<file path="config.mk">
export PLATFORM = sky130hd
export DESIGN_NAME = alu_uart_interface
export DESIGN_NICKNAME = d
export VERILOG_FILES = /design/src/rtl/alu_uart_interface.sv
export SDC_FILE = /design/constraint.sdc
export NUM_CORES = 1
export LEC_CHECK = 0
export ABC_AREA = 1
export BUFFER_PORTS_ARGS = -buffer_cell sky130_fd_sc_hd__buf_4
export CAP_MARGIN = 10
export CORE_ASPECT_RATIO = 1.1
export CORE_MARGIN = 2
export CORE_UTILIZATION = 53
export CTS_BUF_LIST = sky130_fd_sc_hd__clkbuf_2
export CTS_CLUSTER_SIZE = 10
export DETAILED_ROUTE_END_ITERATION = 12
export GPL_ROUTABILITY_DRIVEN = 0
export PLACE_DENSITY = 0.87
export RECOVER_POWER = 25
export SLEW_MARGIN = 20
export SYNTH_ARGS = -nofsm -noshare
export SYNTH_HDL_FRONTEND = slang
export SYNTH_SLANG_ARGS = --single-unit
</file>
<file path="constraint.sdc">
create_clock -name clk -period 2.95 [get_ports clk]
set_input_delay 0.59 -clock clk [delete_from_list [all_inputs] [get_ports clk]]
set_output_delay 0.59 -clock clk [all_outputs]
set_load 0.05 [all_outputs]
</file>
<file path="src/rtl/alu_uart_interface.sv">
// alu_uart_interface
// Sequencing front-end between a UART RX/TX pair and a combinational ALU.
// Three consecutive received bytes (operand A, operand B, opcode) are driven
// onto the ALU inputs. The ALU result is latched one cycle later and handed
// to the transmitter with a single-cycle tx_start pulse.
//
// Optional feature: define ALU_IF_TIMEOUT_EN to abandon a partially received
// operation after TIMEOUT_CYCLES idle cycles in WAIT_B/WAIT_OP and raise a
// sticky error flag. Without the macro the block waits indefinitely and
// error is tied low.
module alu_uart_interface #(
  parameter int NBITS          = 8,
  parameter int COD_OP         = 6,
  parameter int TIMEOUT_CYCLES = 1000000
) (
  input  logic              clk,
  input  logic              reset,
  input  logic              rx_done,
  input  logic [NBITS-1:0]  rx_data,
  input  logic              tx_done,
  output logic              tx_start,
  output logic [NBITS-1:0]  tx_data,
  output logic [NBITS-1:0]  operando_A,
  output logic [NBITS-1:0]  operando_B,
  output logic [COD_OP-1:0] cod_operacion,
  input  logic [NBITS-1:0]  ALU_Result,
  output logic              busy,
  output logic              error
);

  typedef enum logic [2:0] {
    WAIT_A,
    WAIT_B,
    WAIT_OP,
    EXEC,
    SEND,
    WAIT_TX
  } state_t;

  state_t state;

`ifdef ALU_IF_TIMEOUT_EN
  // Counter is wide enough to reach TIMEOUT_CYCLES-1; never narrower than 1 bit.
  localparam int CW = (TIMEOUT_CYCLES > 1) ? $clog2(TIMEOUT_CYCLES) : 1;

  logic [CW-1:0] idle_cnt;
  logic          expired;

  assign expired = (idle_cnt == CW'(TIMEOUT_CYCLES - 1));
`else
  // No timeout hardware: the flag is constant and the length is unused.
  logic unused_timeout;

  assign unused_timeout = ^TIMEOUT_CYCLES;
  assign error          = 1'b0;
`endif

  // Sequencer: state, operand/opcode registers, result latch and the
  // registered tx_start/busy/error outputs all update together.
  // NOTE: every register here uses non-blocking assignment so all of them
  // see the pre-edge values of state and of each other.
  always_ff @(posedge clk) begin
    if (reset) begin
      state         <= WAIT_A;
      operando_A    <= '0;
      operando_B    <= '0;
      cod_operacion <= '0;
      tx_data       <= '0;
      tx_start      <= 1'b0;
      busy          <= 1'b0;
`ifdef ALU_IF_TIMEOUT_EN
      error         <= 1'b0;
      idle_cnt      <= '0;
`endif
    end else begin
      // tx_start is a one-cycle pulse; only EXEC raises it.
      tx_start <= 1'b0;

      case (state)
        WAIT_A: begin
          if (rx_done) begin
            operando_A <= rx_data;
            state      <= WAIT_B;
`ifdef ALU_IF_TIMEOUT_EN
            error      <= 1'b0;
            idle_cnt   <= '0;
`endif
          end
        end

        WAIT_B: begin
          if (rx_done) begin
            operando_B <= rx_data;
            state      <= WAIT_OP;
`ifdef ALU_IF_TIMEOUT_EN
            idle_cnt   <= '0;
          end else if (expired) begin
            state      <= WAIT_A;
            error      <= 1'b1;
          end else begin
            idle_cnt   <= idle_cnt + 1'b1;
`endif
          end
        end

        WAIT_OP: begin
          if (rx_done) begin
            // Upper byte bits beyond the opcode width are discarded.
            cod_operacion <= rx_data[COD_OP-1:0];
            state         <= EXEC;
            busy          <= 1'b1;
`ifdef ALU_IF_TIMEOUT_EN
            idle_cnt      <= '0;
          end else if (expired) begin
            state         <= WAIT_A;
            error         <= 1'b1;
          end else begin
            idle_cnt      <= idle_cnt + 1'b1;
`endif
          end
        end

        // One settle cycle for the combinational ALU, then latch its result.
        EXEC: begin
          tx_data  <= ALU_Result;
          tx_start <= 1'b1;
          state    <= SEND;
        end

        SEND: begin
          state <= WAIT_TX;
        end

        WAIT_TX: begin
          if (tx_done) begin
            busy  <= 1'b0;
            state <= WAIT_A;
          end
        end

        default: begin
          state <= WAIT_A;
          busy  <= 1'b0;
        end
      endcase
    end
  end

endmodule
</file>
== Word level (Yosys, flattened, before mapping) ==
Index checks and enable logic that the tools add are counted.
Storage, ports and cells
  logic and storage cells: 33
  bits in registers: 35
  bits of input ports: 20
  output and inout bits: 33
Cells by class
  multiplexer cells: 9
  reduce and logical (&&, ||, !) cells: 7
  bitwise gates (word level): 1
  equality and inequality tests: 9
Operators by type and width (count)
  $pmux 3 s6: 1
  $mux 3: 4
  $ne 2x2->1 const B: 4
  $eq 3x2->1 const B: 2
  $eq 3x3->1 const B: 2
  $reduce_and 2->1: 3
  $reduce_and 4->1: 1
  $reduce_or 4->1: 1
  $eq 3x1->1 const B: 1
  $logic_not 3->1: 1
  $mux 1: 3
  $pmux 1 s3: 1
  $reduce_and 3->1: 1
  $not 1->1: 1

== Longest topological paths before layout ==
Gate-level depths: netlist (run 1).
  word-level depth: 4
  gate-level depth with buffers: 7
  depth with buffers taken out: 7

== Worst setup path before layout (run 1) ==
No wires, ideal clock.
  path kind: input to register
  from: input port rx_done
  to: register state[1]
  setup time: 0.113 ns
  arrival time: 1.124 ns
  cell stages on the path: 6
  data required time: 2.837 ns
  path slack: 1.713 ns
  buffers on the path: 0
  cells stage by stage: inv_1 nand3_1 nand3_1 nand2_1 nand2_1 nor2_1
Between the ends
  word-level cells in the longest chain between the ends: 2
  elaborated cells between the ends (all ways): 4
  classes of those cells: 3 x eq/ne; 1 x reduce/logical
Ends and longest elaborated chain
  start: declaration: RTL line 18  | input logic rx_done,
  $ne 2x2->1 (no source line)
  $reduce_and 4->1 (no source line) *
  end signal: assignment: RTL line 64  | state <= WAIT_A;
  end signal: assignment: RTL line 83  | state <= WAIT_B;
  end signal: assignment: RTL line 94  | state <= WAIT_OP;
  end: declaration: RTL line 40  | state_t state;
Every way passes the cells marked *; elsewhere a longest branch is shown, timed or not.
A chain may end at the register's enable or synchronous reset.

== Worst setup path in the final report (run 1) ==
  from: register state[0]
  to: register operando_B[2]
Between the ends
  word-level cells in the longest chain between the ends: 2
Ends and longest elaborated chain
  $eq 3x1->1: RTL line 79  | case (state)
  $reduce_and 2->1 (no source line)
  end signal: assignment: RTL line 93  | operando_B <= rx_data;
  end: declaration: RTL line 24  | output logic [NBITS-1:0] operando_B,
Every way passes these cells.

==> run_results.csv, run 1 <==
group,metric,value,unit
die,die_area,0.00289,sq mm
route,drcViolationCount,0,
synthesis,synth-seq-cells,35,
timing,fin_skew,0.0109,ns
power_and_ir_drop,p_comb_share,40.2,%
min_path,min_to,"busy$_SDFFE_PP0P_",
clock_tree,clock_sinks,35,
clock_tree,clockRootBuffer,"clkbuf_2",
min_path,hold_depth,2,
route,drt_iter0_markers,34,
worst_setup_path,timing.rr.start,"state[0]$_SDFFE_PP0P_",
timing,slew_headroom,48.2,%
timing,rsz0062_at_grt,"false",
power_and_ir_drop,power_density,773,mW/mm^2
global_route,grt_usage,22.3,%
timing,holdWs,0.434,ns
power_and_ir_drop,swShare,43.1,%
synthesis,ys_seq_area_share,53.5,%
worst_setup_path,path_class,"flip-flop to flip-flop",
clock_tree,h-tree-depth,2,
job,max_cap_viol_count,0,
clock_tree,path_clk_slew,0.17,ns
die,io_pins,53,
timing,finalHoldViolCount,0,
finish,diodes,0,
clock_tree,tritoncts,"yes",
placement,dp_hpwl,2.26,mm
synthesis,syn-cell-area,0.00131,sq mm
clock_tree,insertion_delay,0.37,ns
timing,max_freq,594,MHz
power_and_ir_drop,sequentialPowerShare,44.3,%
worst_setup_path,critPathLaunchType,"flip-flop",
synthesis,synth_nets,196,
timing,slew_viol_final,0,
min_path,min-delay-start,"reset",
worst_setup_path,worstRegToRegCells,7,
die,core_area,0.00230,sq mm
global_route,first_global_vias,1199,
synthesis,syn_inst,176,
placement,placed_area,0.00171,sq mm
power_and_ir_drop,net-switching-power,0.574,mW
timing,fin_ws,1.27,ns
clock_tree,hold_buffers,0,
route,viasPerCell,5.06,
global_route,grt.overflow.total,0,
power_and_ir_drop,clockPowerShare,15.5,%
finish,final_layout_size_suffix_gt1_share,25.2,%
global_route,grt_start_max_net_pins,34,
timing,final-setup-viol-count,0,
worst_setup_path,reg2reg_slack,1.27,ns
clock_tree,numCtsBuffers,5,
placement,io_buffers,51,
clock_tree,ctsLongestPathBuffers,2,
clock_tree,cts_setup_buffers,0,
worst_setup_path,arrival,1.97,ns
power_and_ir_drop,p_leak,0.861,nW
die,rows,18,
synthesis,yosys_warnings,0,
timing,fin_setup_tns,0,ns
global_route,grt_first_pass_wirelength,4.99,mm
timing,worst_pin_slew,0.776,ns
timing,final.min_clock_period,1.68,ns
route,routed_wl,2.99,mm
die,start_util,57.0,%
placement,pre_cts_ws,1.25,ns
route,ant_nets,0,
finish,final_cell_mix,"nor2_1, buf_4, dfxtp_1",
synthesis,synth.distinct_cells,16,
power_and_ir_drop,peakVddDrop,0.684,mV
worst_setup_path,cp-end-kind,"flip-flop",
timing,period_share,57.1,%
worst_setup_path,regToRegEndpoint,"operando_B[2]$_SDFFE_PP0P_",
finish,fin_area,0.00172,sq mm
worst_setup_path,cp_max_fo,9,
finish,layout_commonest_cell,"nor2_1",
route,num_vias,1315,
min_path,hold_path_class,"input port to flip-flop",
power_and_ir_drop,p_int,0.758,mW
route,dr.pass1.iters,4,
worst_setup_path,crit_required,3.24,ns
route,wl_per_cell,11.5,um
synthesis,avgSynthCellArea,7.44,sq um
global_route,antenna_found_initial,0,
outcome,status,"finished clean",
finish,nNetsFinal,249,
clock_tree,cts_resized,0,
die,dieWidth,51.4,um
die,fp.dieH,56.1,um
finish,syn2layout_area_growth,31.5,%
sequential cells by signal, summed over array words and instances (netlist names):
| name | flops |
|---|---|
| tx_data | 8 |
| cod_operacion | 6 |
| busy | 1 |
| operando_B | 8 |
| operando_A | 8 |
| state | 3 |
| tx_start | 1 |
metrics by stage:
| step | total power, mW | util, % | instances |
|---|---|---|---|
| 3_5_place_dp | 1.15 | 74.3 | 252 |
| 2_1_floorplan | 0.983 | - | 176 |
| 5_1_grt | 1.41 | 75.0 | 260 |
| 3_3_place_gp | 1.13 | 74.3 | 252 |
| 4_1_cts | 1.35 | 75.9 | 260 |
| 6_report | 1.33 | 75.0 | 260 |
worst max-delay path: stages (launching register included):
cell	delay, ns
dfxtp_1	0.45
inv_1	0.10
nor2_1	0.13
nand2_1	0.09
nor2_1	0.38
inv_1	0.25
nor2_1	0.15
nor2_1	0.06
cell usage after synthesis (all sizes together):
| cell type | instances | share of area [%] |
|---|---|---|
| nor2 | 70 | 21 |
| nand2 | 14 | 4.2 |
| a21oi | 1 | 0.67 |
| clkbuf | 3 | 0.86 |
| dfxtp | 35 | 53 |
| conb | 1 | 0.29 |
| o21ai | 31 | 12 |
| nand3 | 7 | 2.7 |
| inv | 11 | 3.2 |
| nand4 | 1 | 0.48 |
| buf | 2 | 0.95 |
area by class of cell:
cell class                      instances  area (sq um)
Clock buffer                            6          30.0
Clock inverter                          2          7.51
Fill cell                             193           574
Inverter                               11          41.3
Multi-Input combinational cell        125           527
Sequential cell                        35           701
Tap cell                               30          37.5
Timing Repair Buffer                   51           379
power by group through the flow:
stage          Combinational (mW)  Sequential [mW]  Clock [mW]
2_1_floorplan               0.168            0.815           0
3_3_place_gp                0.533            0.598           0
3_5_place_dp                0.547            0.601           0
4_1_cts                     0.547            0.591       0.209
5_1_grt                     0.577            0.600       0.234
6_report                    0.535            0.590       0.206
worst max path at each step:
stage | start | end | slack [ns] | cells past startpoint
after floorplan | rx_done | state[1]$_SDFFE_PP0P_ | 1.71 | 6
after global placement | reset | cod_operacion[1]$_SDFFE_PP0P_ | 1.34 | 4
after detailed placement | reset | cod_operacion[4]$_SDFFE_PP0P_ | 1.25 | 4
after CTS | operando_B[4]$_SDFFE_PP0P_ | operando_B[4] | 1.39 | 1
after global routing | state[0]$_SDFFE_PP0P_ | operando_B[3]$_SDFFE_PP0P_ | 1.00 | 7
final | state[0]$_SDFFE_PP0P_ | operando_B[2]$_SDFFE_PP0P_ | 1.27 | 7
kinds of logic (layout without fill, tap and decap cells):
| group | Yosys count | count (layout) | synth area share, % |
|---|---|---|---|
| AND/OR/NAND/NOR | 92 | 92 | 28.7 |
| AO/OA/AOI/OAI | 32 | 32 | 12.5 |
| other | 1 | 1 | 0.286 |
| buffers and inverters | 16 | 70 | 4.97 |
| flip-flops | 35 | 35 | 53.5 |
layer usage:
metal  global-route usage, %  wire length, um  share of wire (%)
met5                       0                0                  0
met4                    7.89               38                1.3
met3                    6.45              226                7.6
met2                    38.1             1460                 49
met1                    25.9             1260                 42
(Power assumes the default switching activity.)
==> run 2, diff against run 1 <==
--- a/config.mk
+++ b/config.mk
@@ -10,12 +10,12 @@
 export CAP_MARGIN = 10
 export CORE_ASPECT_RATIO = 1.1
 export CORE_MARGIN = 2
-export CORE_UTILIZATION = 53
+export CORE_UTILIZATION = 49
 export CTS_BUF_LIST = sky130_fd_sc_hd__clkbuf_2
 export CTS_CLUSTER_SIZE = 10
 export DETAILED_ROUTE_END_ITERATION = 12
 export GPL_ROUTABILITY_DRIVEN = 0
-export PLACE_DENSITY = 0.87
+export PLACE_DENSITY = 0.81
 export RECOVER_POWER = 25
 export SLEW_MARGIN = 20
 export SYNTH_ARGS = -nofsm -noshare
==> constraint.sdc (replaced) <==
create_clock -name clk -period 1.7 [get_ports clk]
set_input_delay 0.34 -clock clk [delete_from_list [all_inputs] [get_ports clk]]
set_output_delay 0.34 -clock clk [all_outputs]
set_load 0.05 [all_outputs]
==> run 2 against run 1 <==
Final cell count increased by 0.77%. Via count decreased by 1.2%. Wire length increased by 4.4%. Clock skew increased by 0.0060 ns. Die area increased by 7.6%. Sequential share of layout area increased by 0.12 points. Critical endpoint is now tx_data[0]$_SDFFE_PP0P_.
==> run_results.csv, run 2 (synthesized netlist as in run 1, its figures left out) <==
group,metric,value,unit
outcome,status,"finished clean",
job,max_cap_viol_count,0,
worst_setup_path,cpPeakStageDelay,0.44,ns
finish,final_cell_mix,"nor2_1, buf_4, dfxtp_1",
finish,diodes,0,
worst_setup_path,slowest_stage,"dfxtp_1",
power_and_ir_drop,p_int,1.29,mW
global_route,grt_start_max_net_pins,26,
worst_setup_path,cp_max_fo,11,
power_and_ir_drop,p_comb_share,39.7,%
worst_setup_path,critPathLaunchType,"flip-flop",
worst_setup_path,cp-end-kind,"flip-flop",
route,num_vias,1299,
timing,slew_viol_final,0,
worst_setup_path,crit_required,2.01,ns
die,die_area,0.00310,sq mm
min_path,hold_path_class,"input port to flip-flop",
placement,dp_cells,254,
die,rows,19,
clock_tree,clock_sinks,35,
timing,max_freq,723,MHz
placement,io_buffers,51,
finish,layout_commonest_cell,"nor2_1",
route,dr.pass1.iters,4,
die,fp.dieH,58.2,um
clock_tree,h-tree-depth,2,
timing,fin_setup_tns,0,ns
finish,final_cells,262,
timing,final-setup-viol-count,0,
route,viasPerCell,4.96,
die,dieWidth,53.3,um
finish,syn2layout_area_growth,31.1,%
clock_tree,cts_resized,0,
clock_tree,tritoncts,"yes",
power_and_ir_drop,net-switching-power,1.00,mW
global_route,grt.overflow.total,0,
placement,dp_hpwl,2.33,mm
route,drcViolationCount,0,
route,ant_nets,0,
route,drt_iter0_markers,27,
clock_tree,ctsLongestPathBuffers,2,
worst_setup_path,path_cells,"inv_1 -> nor2_1 -> nand2_1 -> inv_1 -> nor2_1 -> nor2_1",
finish,final_layout_size_suffix_gt1_share,27.7,%
route,wl_per_cell,11.9,um
global_route,antenna_found_initial,0,
clock_tree,cts_setup_buffers,0,
power_and_ir_drop,power_density,1340,mW/mm^2
die,start_util,52.0,%
timing,finalHoldViolCount,0,
die,io_pins,53,
clock_tree,insertion_delay,0.38,ns
timing,rsz0062_at_grt,"false",
clock_tree,clockRootBuffer,"clkbuf_2",
die,core_area,0.00252,sq mm
worst_setup_path,crit_top_cell,"nor2_1",
power_and_ir_drop,swShare,43.6,%
clock_tree,hold_buffers,0,
timing,fin_skew,0.0169,ns
worst_setup_path,arrival,1.70,ns
timing,final.min_clock_period,1.38,ns
global_route,grt_usage,22.4,%
power_and_ir_drop,clockPowerShare,15.6,%
clock_tree,path_clk_slew,0.17,ns
clock_tree,numCtsBuffers,5,
power_and_ir_drop,sequentialPowerShare,44.6,%
global_route,first_global_vias,1176,
route,routed_wl,3.12,mm
timing,period_share,81.4,%
finish,nNetsFinal,250,
worst_setup_path,critPathTopFamily,"simple AND/OR/NAND/NOR gates",
power_and_ir_drop,peakVddDrop,0.966,mV
worst_setup_path,path_class,"flip-flop to flip-flop",
finish,reg.largest.list,"operando_A: 8 flops, operando_B: 8 flops, tx_data: 8 flops",
global_route,grt_first_pass_wirelength,4.97,mm
worst_setup_path,path_buf_inv,2,
power_and_ir_drop,p_leak,0.860,nW
[run 2: cell types whose count changed in the layout (fill, tap and decap cells not counted)]
cell      previous run  this run
buf_4               50        39
inv_2                0         2
nor2_1              70        68
clkbuf_1             1         0
nor2_4               0         2
inv_1               11         9
clkbuf_2             6        19
[run 2: power by group through the flow]
stage	Sequential (mW)	Combinational (mW)	Clock (mW)
after CTS	1.03	0.946	0.368
after floorplan	1.41	0.291	0
after global routing	1.04	0.987	0.406
final	1.02	0.913	0.359
after detailed placement	1.04	0.945	0
after global placement	1.04	0.932	0
[run 2: path summary, 6_finish.rpt]
kind	cells past startpoint	to	slack [ns]	start
max	6	tx_data[0]$_SDFFE_PP0P_	0.32	state[0]$_SDFFE_PP0P_
min	2	busy$_SDFFE_PP0P_	0.11	reset
max reg2reg	6	tx_data[0]$_SDFFE_PP0P_	0.32	state[0]$_SDFFE_PP0P_
min reg2reg	2	busy$_SDFFE_PP0P_	0.49	busy$_SDFFE_PP0P_
[run 2: worst register-to-register path, delay by kind of cell (launching register included)]
kind / cells / cell delay, ns
flops: 1 / 0.44
simple gates: 4 / 0.53
buf+inv: 2 / 0.36
[run 2: area by class of cell]
type	count	area (sq um)
Clock buffer	6	30.0
Clock inverter	2	7.51
Fill cell	235	802
Inverter	11	41.3
Multi-Input combinational cell	125	542
Sequential cell	35	701
Tap cell	31	38.8
Timing Repair Buffer	52	358
[run 2: routing by layer]
| layer | share of wire, % | global-route usage, % | vias to the layer above |
|---|---|---|---|
| met1 | 41 | 24.8 | 577 |
| met4 | 2.5 | 15.0 | 0 |
| met5 | 0 | 0 | - |
| li1 | - | - | 663 |
| met3 | 8.1 | 6.44 | 8 |
| met2 | 48 | 36.5 | 51 |
[run 2: through the flow]
| step | setup WS, ns | util, % | instance area, sq um | hold slack (ns) | power, mW |
|---|---|---|---|---|---|
| floorplan | 0.589 | - | 1310 | 0.402 | 1.71 |
| global placement | 0.429 | 68.1 | 1720 | 0.468 | 1.97 |
| detailed placement | 0.395 | 68.1 | 1720 | 0.478 | 1.99 |
| CTS | 0.375 | 69.6 | 1750 | 0.102 | 2.34 |
| global route | 0.154 | 68.2 | 1720 | 0.0729 | 2.43 |
| finish | 0.317 | 68.2 | 1720 | 0.114 | 2.30 |
